`config.mk`:
```
export PLATFORM = sky130hd
export DESIGN_NAME = gate_bist
export DESIGN_NICKNAME = d
export VERILOG_FILES = /design/src/rtl/gate_bist_pkg.sv /design/src/rtl/gate_bist_settle_timer.sv /design/src/rtl/gate_bist.sv
export SDC_FILE = /design/constraint.sdc
export NUM_CORES = 1
export LEC_CHECK = 0
export BUFFER_PORTS_ARGS = -buffer_cell sky130_fd_sc_hd__buf_4
export CORE_ASPECT_RATIO = 0.6
export CORE_MARGIN = 3
export CORE_UTILIZATION = 35
export CTS_BUF_LIST = sky130_fd_sc_hd__clkbuf_16
export DETAILED_ROUTE_END_ITERATION = 7
export GPL_ROUTABILITY_DRIVEN = 0
export SLEW_MARGIN = 20
export SYNTH_ARGS = -nofsm -noshare
export SYNTH_HDL_FRONTEND = slang
export SYNTH_SLANG_ARGS = --single-unit
```
`constraint.sdc`:
```
create_clock -name clk -period 5.9 [get_ports clk]
set_input_delay 0 -clock clk [delete_from_list [all_inputs] [get_ports clk]]
set_output_delay 0 -clock clk [all_outputs]
set_load 0.01 [all_outputs]
```
`src/rtl/gate_bist_pkg.sv`:
```
// gate_bist_pkg: shared types and constants for the gate BIST controller.
//   state_e     - controller states (IDLE, SETTLE, CHECK, DONE)
//   NUM_VEC     - number of {A,B} input vectors of a 2-input gate
//   VEC_W       - width of the vector register
//   FC_W        - width of the mismatch counter (holds 0..NUM_VEC)
//   TT_*        - expected truth tables, bit index = {A,B}
package gate_bist_pkg;

  localparam int NUM_VEC = 4;
  localparam int VEC_W   = 2;
  localparam int FC_W    = 3;

  localparam logic [NUM_VEC-1:0] TT_AND  = 4'b1000;
  localparam logic [NUM_VEC-1:0] TT_OR   = 4'b1110;
  localparam logic [NUM_VEC-1:0] TT_XOR  = 4'b0110;
  localparam logic [NUM_VEC-1:0] TT_NAND = 4'b0111;

  typedef enum logic [1:0] {
    IDLE   = 2'd0,
    SETTLE = 2'd1,
    CHECK  = 2'd2,
    DONE   = 2'd3
  } state_e;

endpackage : gate_bist_pkg

```
`src/rtl/gate_bist_settle_timer.sv`:
```
// gate_bist_settle_timer: settle-time counter for the gate BIST controller.
//   clk, rst_n - clock, asynchronous active-low reset
//   load       - clear the counter to 0 (has priority over count)
//   count      - increment the counter by one
//   expire     - counter has reached SETTLE_CYCLES-1
// Parameters: SETTLE_CYCLES (1..255), CNT_W (must hold SETTLE_CYCLES-1).
module gate_bist_settle_timer #(
  parameter int SETTLE_CYCLES = 4,
  parameter int CNT_W         = 8
) (
  input  logic clk,
  input  logic rst_n,
  input  logic load,
  input  logic count,
  output logic expire
);

  if (SETTLE_CYCLES < 1 || SETTLE_CYCLES > 255 ||
      (SETTLE_CYCLES - 1) >= (1 << CNT_W)) begin : g_bad_param
    $error("gate_bist_settle_timer: SETTLE_CYCLES must be 1..255 and fit in CNT_W bits");
  end

  localparam logic [CNT_W-1:0] LAST = CNT_W'(SETTLE_CYCLES - 1);

  logic [CNT_W-1:0] cnt;

  // NOTE: sequential state is always written with non-blocking assignments so
  // every flop samples values from before the edge, independent of block order.
  always_ff @(posedge clk or negedge rst_n) begin
    if (!rst_n) begin
      cnt <= '0;
    end else if (load) begin
      cnt <= '0;
    end else if (count) begin
      cnt <= cnt + 1'b1;
    end
  end

  assign expire = (cnt == LAST);

endmodule : gate_bist_settle_timer

```
`src/rtl/gate_bist.sv`:
```
// gate_bist: built-in self-test controller for a 2-input combinational gate.
// Walks {A,B} through 00,01,10,11, holds each vector SETTLE_CYCLES cycles,
// then compares the gate response against TRUTH_TABLE for one CHECK cycle.
//   clk, rst_n  - clock, asynchronous active-low reset
//   start       - begin a run (honoured only in IDLE or DONE)
//   abort       - (only with GATE_BIST_ABORT_EN) cancel a run in progress
//   gate_f      - response of the gate under test
//   gate_a/b    - stimulus to the gate under test
//   busy        - run in progress
//   done        - run complete; held until next start or reset
//   pass        - valid with done: no vector mismatched
//   fail_count  - number of mismatching vectors
//   fail_mask   - bit i set if vector {A,B}=i mismatched
// Optional feature macro: GATE_BIST_ABORT_EN adds the abort input.
module gate_bist
  import gate_bist_pkg::*;
#(
  parameter logic [NUM_VEC-1:0] TRUTH_TABLE   = TT_AND,
  parameter int                 SETTLE_CYCLES = 4,
  parameter int                 CNT_W         = 8
) (
  input  logic               clk,
  input  logic               rst_n,
  input  logic               start,
`ifdef GATE_BIST_ABORT_EN
  input  logic               abort,
`endif
  input  logic               gate_f,
  output logic               gate_a,
  output logic               gate_b,
  output logic               busy,
  output logic               done,
  output logic               pass,
  output logic [FC_W-1:0]    fail_count,
  output logic [NUM_VEC-1:0] fail_mask
);

  localparam logic [VEC_W-1:0] LAST_VEC = VEC_W'(NUM_VEC - 1);

  state_e            state;
  logic [VEC_W-1:0]  vec;
  logic              timer_load;
  logic              timer_count;
  logic              timer_expire;
  logic              start_ok;
  logic              abort_hit;
  logic              mismatch;
  logic [FC_W-1:0]   count_next;

  assign start_ok = start && (state == IDLE || state == DONE);

`ifdef GATE_BIST_ABORT_EN
  assign abort_hit = abort && (state == SETTLE || state == CHECK);
`else
  assign abort_hit = 1'b0;
`endif

  assign mismatch   = (gate_f != TRUTH_TABLE[vec]);
  assign count_next = fail_count + FC_W'(mismatch);

  // Counter restarts on a new run and on each advance to the next vector;
  // it stops at its last value so SETTLE lasts exactly SETTLE_CYCLES cycles.
  assign timer_load  = start_ok || (state == CHECK && vec != LAST_VEC && !abort_hit);
  assign timer_count = (state == SETTLE) && !timer_expire && !abort_hit;

  gate_bist_settle_timer #(
    .SETTLE_CYCLES (SETTLE_CYCLES),
    .CNT_W         (CNT_W)
  ) u_settle_timer (
    .clk    (clk),
    .rst_n  (rst_n),
    .load   (timer_load),
    .count  (timer_count),
    .expire (timer_expire)
  );

  always_ff @(posedge clk or negedge rst_n) begin
    if (!rst_n) begin
      state      <= IDLE;
      vec        <= '0;
      busy       <= 1'b0;
      done       <= 1'b0;
      pass       <= 1'b0;
      fail_count <= '0;
      fail_mask  <= '0;
    end else if (abort_hit) begin
      state      <= IDLE;
      vec        <= '0;
      busy       <= 1'b0;
      done       <= 1'b0;
      pass       <= 1'b0;
      fail_count <= '0;
      fail_mask  <= '0;
    end else begin
      case (state)
        IDLE, DONE: begin
          if (start) begin
            state      <= SETTLE;
            vec        <= '0;
            busy       <= 1'b1;
            done       <= 1'b0;
            pass       <= 1'b0;
            fail_count <= '0;
            fail_mask  <= '0;
          end
        end
        SETTLE: begin
          if (timer_expire) state <= CHECK;
        end
        CHECK: begin
          if (mismatch) fail_mask[vec] <= 1'b1;
          fail_count <= count_next;
          if (vec == LAST_VEC) begin
            // Stimulus stays at 1/1 while results are held in DONE.
            state <= DONE;
            busy  <= 1'b0;
            done  <= 1'b1;
            pass  <= (count_next == '0);
          end else begin
            vec   <= vec + 1'b1;
            state <= SETTLE;
          end
        end
        default: state <= IDLE;
      endcase
    end
  end

  assign gate_a = vec[1];
  assign gate_b = vec[0];

endmodule : gate_bist

```
Yosys cells after proc, flatten, opt, wreduce, memory -nomap -nowiden
Cells that the tools add are included.

word-level totals
  flip-flop bits (word level) = 22
  output and inout port bits = 12
  word-level logic and storage cells = 69

cells by class
  $add $sub $neg = 3
  magnitude comparators = 2
  equality and inequality tests = 12
  multiplexer cells = 26
  bitwise operators = 1
  reduce and logical (&&, ||, !) cells = 17

operators with widths
  cell                   number
  $mux W8                2
  $mux W2                5
  $ne A2 B2 Y1 const B   5
  $reduce_and A3 Y1      3
  $add A8 B1 Y8 const B  1
  $eq A8 B2 Y1 const B   1
  $mux W4                2
  $pmux W4 S2            1
  $mux W1                7
  $eq A2 B2 Y1 const B   3
  $pmux W1 S2            3
  $pmux W2 S3            1
  $pmux W3 S2            1
  $logic_and A1 B1 Y1    4
  $or A4 B4 Y4           1
  $pmux W2 S2            1
  $reduce_and A2 Y1      2
  $reduce_bool A2 Y1     2
  $add A3 B1 Y3          1
  $logic_not A3 Y1       1
  $lt A2 B3 Y1 const B   1
  $mux W3                1
  $add A2 B1 Y2 const B  1
  $bmux W1 S2            1
  9 further kinds        10

Logic depth before layout (Yosys ltp)
  depth in word-level cells = 7
  mapped depth = 9

Hierarchy
A second synthesis with hierarchy kept.

unflattened totals
  cells, all modules = 128
  area, all modules = 1285.0 um^2

modules (own cells, without submodules)
  module                  times used  cells an instance  area each (um^2)  seq. area each (um^2)
  gate_bist               1           88                 873.3             350.3
  gate_bist_settle_timer  1           40                 411.6             200.2

Worst setup path before layout
Ideal clock, no wire load.

  kind = register to register
  start point = register vec[1]
  end point = register pass
  setup time = 0.087 ns
  arrival = 1.934 ns
  required time = 5.813 ns
  path slack = 3.879 ns
  cell stages (with the launch flop) = 10
  cells stage by stage = dfrtp_1 ha_1 buf_4 xor2_1 ha_1 ha_1 nor2_1 nor4b_2 a21oi_1 o211ai_1

on the way
  cells in the longest elaborated chain, start to end = 7
  elaborated cells on any way between the ends = 10
  classes of those cells = add/sub (1); eq/ne (3); mux (4); reduce/logical (2)

ends and longest elaborated chain
  element                        line              RTL
  from (decl)                    gate_bist.sv:41   logic [VEC_W-1:0] vec;
  from (signal assigned)         gate_bist.sv:120  vec <= vec + 1'b1;
  $bmux W1 S2                    gate_bist.sv:58   assign mismatch = (gate_f != TRUTH_TABLE[vec]);
  $mux W1 (not written as such)  gate_bist.sv:58
  $ne A1 B1 Y1                   gate_bist.sv:58
  $add A3 B1 Y3                  gate_bist.sv:59   assign count_next = fail_count + FC_W'(mismatch);
  $logic_not A3 Y1               gate_bist.sv:118  pass <= (count_next == '0);
  $mux W1                        gate_bist.sv:113  if (vec == LAST_VEC) begin
  $pmux W1 S2                    gate_bist.sv:95   case (state)
  to (signal assigned)           gate_bist.sv:118
  to (decl)                      gate_bist.sv:33   output logic pass,

Parallel ways exist; a longest one is shown, timed or not. The select of a mux whose other input is x is not followed.
A chain may end at the register's enable or synchronous reset.

Worst setup path after layout
Ends and elaborated chain as after synthesis.

==> summary.md <==
| Metric | Value |
|---|---|
| Type of the worst min-delay path | `primary input to register` |
| Avg WL per Cell | `14.2 µm` |
| Total grt overflow | `0` |
| Final HPWL DP | `1.99 mm` |
| Worst-margin pin slew | `~0.5 ns` |
| Worst EP arrival | `around 2.4 ns` |
| Detailed router's first-iteration violation count | `58` |
| Worst slack, placed | `between 3 and 4 ns` |
| NumNets Final | `roughly 160` |
| Max-cap violations | `0` |
| Non-Filler Instances | `192` |
| Synth Area in Compound Gates | `between 15 and 20%` |
| FF+latch area | `551 µm²` |
| Core ar. | `3380 µm²` |
| Clock Skew | `around 0.0026 ns` |
| Synth Flop Type | `dfrtp_1` |
| First drt pass iteration count | `4` |
| Final min period | `2.19 ns` |
| Most common cell after layout, fill and taps aside | `dfrtp_1` |
| Hold Path Stages | `4` |
| Die area | `4470 µm²` |
| Fin. max-slew vios | `0` |
| Post-Synth Adder-Cell Area | `9.72%` |
| CP most frequent cell | `ha_1` |
| Largest family of logic cells by synthesized area | `compound AO/OA/AOI/OAI gates` |
| Reg power frac | `between 30% and 40%` |
| VDD IR max | `0.152 mV` |
| Post-synth cell types | `36` |
| Num CTS Buffers | `3` |
| CTS resizes | `0` |
| P_leak | `approximately 0.7 nW` |
| Buffers & Inverters on Critical Path | `0` |
| XOR/XNOR Fraction of Synth Area | `4.76%` |
| Mux contribution to synthesized area | `about 4.7%` |
| FP Rows | `16` |
| Fin crit share | `between 30% and 40%` |
| RSZ-0062 raised after global routing | `no` |
| Worst setup SP type | `register` |
| Final Hold Viols | `0` |
| Clk slew on worst S/H paths | `0.06 ns` |
| CTS max path bufs | `2` |
| Crit path max-delay family | `adder cells` |
| CP max-delay cell | `dfrtp_1` |
| Most frequent cells in the layout | `22 x dfrtp_1, 16 x nor2_1, 15 x buf_4, 13 x a21oi_1, 10 x ha_1` |
| Area growth syn-to-layout | `18.3%` |
| Vias/cell | `5.14` |
| Synthesized area per cell | `9.83 µm²` |
| PortBufs | `15` |
| Total vias in the final route | `slightly below 1k` |
| Critical path class | `register to register` |
| Worst R2R Path Depth | `8` |
| CP peak stage delay | `0.46 ns` |
| Cell Pwr Density | `421 nW/µm²` |
| Seq cells post-synth | `22` |
| Filler cell count | `312` |
| Cell area after synthesis | `1290 µm²` |
| Setup Fix Bufs, Post-CTS | `0` |
| Status | `completed` |
| CTS H-tree depth | `1` |
| Largest area contributor in the netlist | `dfrtp_1` |
| R2R Path Start | `vec[1]` |
| Top cell type's share of synthesized area | `roughly 43%` |
| Ys async rst share | `100%` |
| Crit-path cells | `ha_1 -> xor2_1 -> ha_1 -> ha_1 -> nor2_1 -> nor4b_2 -> a21oi_1 -> o211ai_1` |
| Simple-gate portion of the synthesized area | `15.5%` |
| Synth Instances | `131` |
| Max Fclk | `457 MHz` |
| Startpoint of the worst hold path | `gate_f` |
| Reg2reg end | `pass` |
| Worst Setup End Kind | `register` |
| Multi-input combinational cell area | `a little under 700 µm²` |
| Post-route worst setup slack | `3.71 ns` |
| Int Pwr | `slightly below 0.4 mW` |
| Die height | `53.0 µm` |
| Drt drc | `0` |
| All-layer global routing usage | `14.1%` |
| Diodes inserted | `0` |
| Synth warnings | `0` |
| Root Buffer | `clkbuf_16` |
| ANT nets after route | `0` |
| Switching pwr | `0.248 mW` |
| Reg-to-reg slack, setup | `3.71 ns` |
| Seq/Total Area, Yosys | `42.8%` |
| Initial core utilization | `38.1%` |
| WHS Endpoint | `fail_mask[3]` |
| Global-route wire length before repair | `4.88 mm` |
| Worst skew pair latency | `between 0.2 and 0.3 ns` |
| Initial antenna violation count | `0` |
| Total wire length | `2.73 mm` |
| CTS tree | `yes` |
| Largest net degree at the start of global routing | `23` |
| CP Max Fanout | `8` |
| Layout cells sized above 1 | `17.7%` |
| Syn nets | `145` |
| # IOs | `16` |
| TritonCTS Sinks | `22` |
| Clock power frac | `22.5%` |
| Net Sw Frac | `38.8%` |
| Logic pwr share | `44.5%` |
| Die X | `~84 µm` |
| Power Total | `0.640 mW` |
| CP required | `6.08 ns` |
| Vias in the first global route | `about 1.0k` |
| Inst Count DP | `around 190` |
| Synth area leaders | `dfrtp_1 43%, ha_1 9.7%, a21oi_1 5.1%` |
| Endpoints failing setup | `0` |
| Relative slew slack | `65.7%` |
| Setup TNS | `0 ns` |
| EDFF count, synth | `0` |
worst max-delay path by stage:
stage	from	endpoint	depth (start not counted)
floorplan	vec[1]	pass	9
global placement	vec[1]	pass	8
detailed placement	vec[1]	pass	8
CTS	vec[1]	pass	8
global route	vec[1]	pass	8
finish	vec[1]	pass	8
cells by family (layout without fill, tap and decap cells):
family	after synthesis	count (layout)
flip-flops	22	22
XOR/XNOR	7	7
adder cells (fa/ha/maj)	10	10
multiplexers	6	6
AO/OA/AOI/OAI	36	36
buffers and inverters	12	28
AND/OR/NAND/NOR	38	38
sequential cells by signal (all words and copies together) (netlist names):
signal / count
fail_mask: 4
vec: 2
done: 1
busy: 1
u_settle_timer.cnt: 8
fail_count: 3
pass: 1
state: 2
power by group through the flow:
| stage | registers (mW) | clock network, mW | logic (mW) |
|---|---|---|---|
| floorplan | 0.216 | 0 | 0.201 |
| global placement | 0.212 | 0 | 0.280 |
| detailed placement | 0.214 | 0 | 0.283 |
| CTS | 0.211 | 0.148 | 0.286 |
| global route | 0.218 | 0.155 | 0.319 |
| finish | 0.211 | 0.144 | 0.285 |
per-stage QoR:
| step | util [%] | area (µm²) | hold slack (ns) |
|---|---|---|---|
| 5_1_grt | 45.0 | 1520 | 0.0945 |
| 2_1_floorplan | - | 1290 | -0.296 |
| 3_3_place_gp | 42.4 | 1430 | -0.0882 |
| 6_report | 45.0 | 1520 | 0.0544 |
| 3_5_place_dp | 42.4 | 1430 | -0.0895 |
| 4_1_cts | 45.0 | 1520 | 0.0504 |
synthesized netlist by cell type, types with 2 or more instances:
cell type	number
buf_4	2
a21oi_1	13
nor2b_1	3
a32oi_1	2
o221ai_1	2
ha_1	10
nand2_1	7
mux2i_1	6
o21ai_0	4
a22o_1	2
dfrtp_1	22
clkbuf_1	2
inv_1	7
nand4_1	2
xor2_1	4
xnor2_1	3
nand3_1	2
o21ai_1	5
nor2_1	16
layout make-up:
class / count / share of cell area [%]
Clock buffer: 3 / 4.93
Clock inverter: 1 / 0.247
Inverter: 8 / 1.97
Multi-Input combinational cell: 97 / 44.9
Sequential cell: 22 / 36.2
Tap cell: 45 / 3.70
Timing Repair Buffer: 16 / 8.05
metal layers:
metal	routed length [µm]	track usage, %
met5	0	0
met4	24	4.81
met3	133	4.04
met2	1150	21.3
met1	1420	19.3
worst min-delay path, cell delays in order:
cell,delay [ns]
buf_4,0.10
nor2_1,0.04
nor2_1,0.08
a21oi_1,0.05
timing repair:
action | CTS | global route
setup endpoints to repair | 0 | 0
hold buffers | 1 | 0
endpoints found under the hold margin | 22 | 0
(Power assumes the default switching activity.)
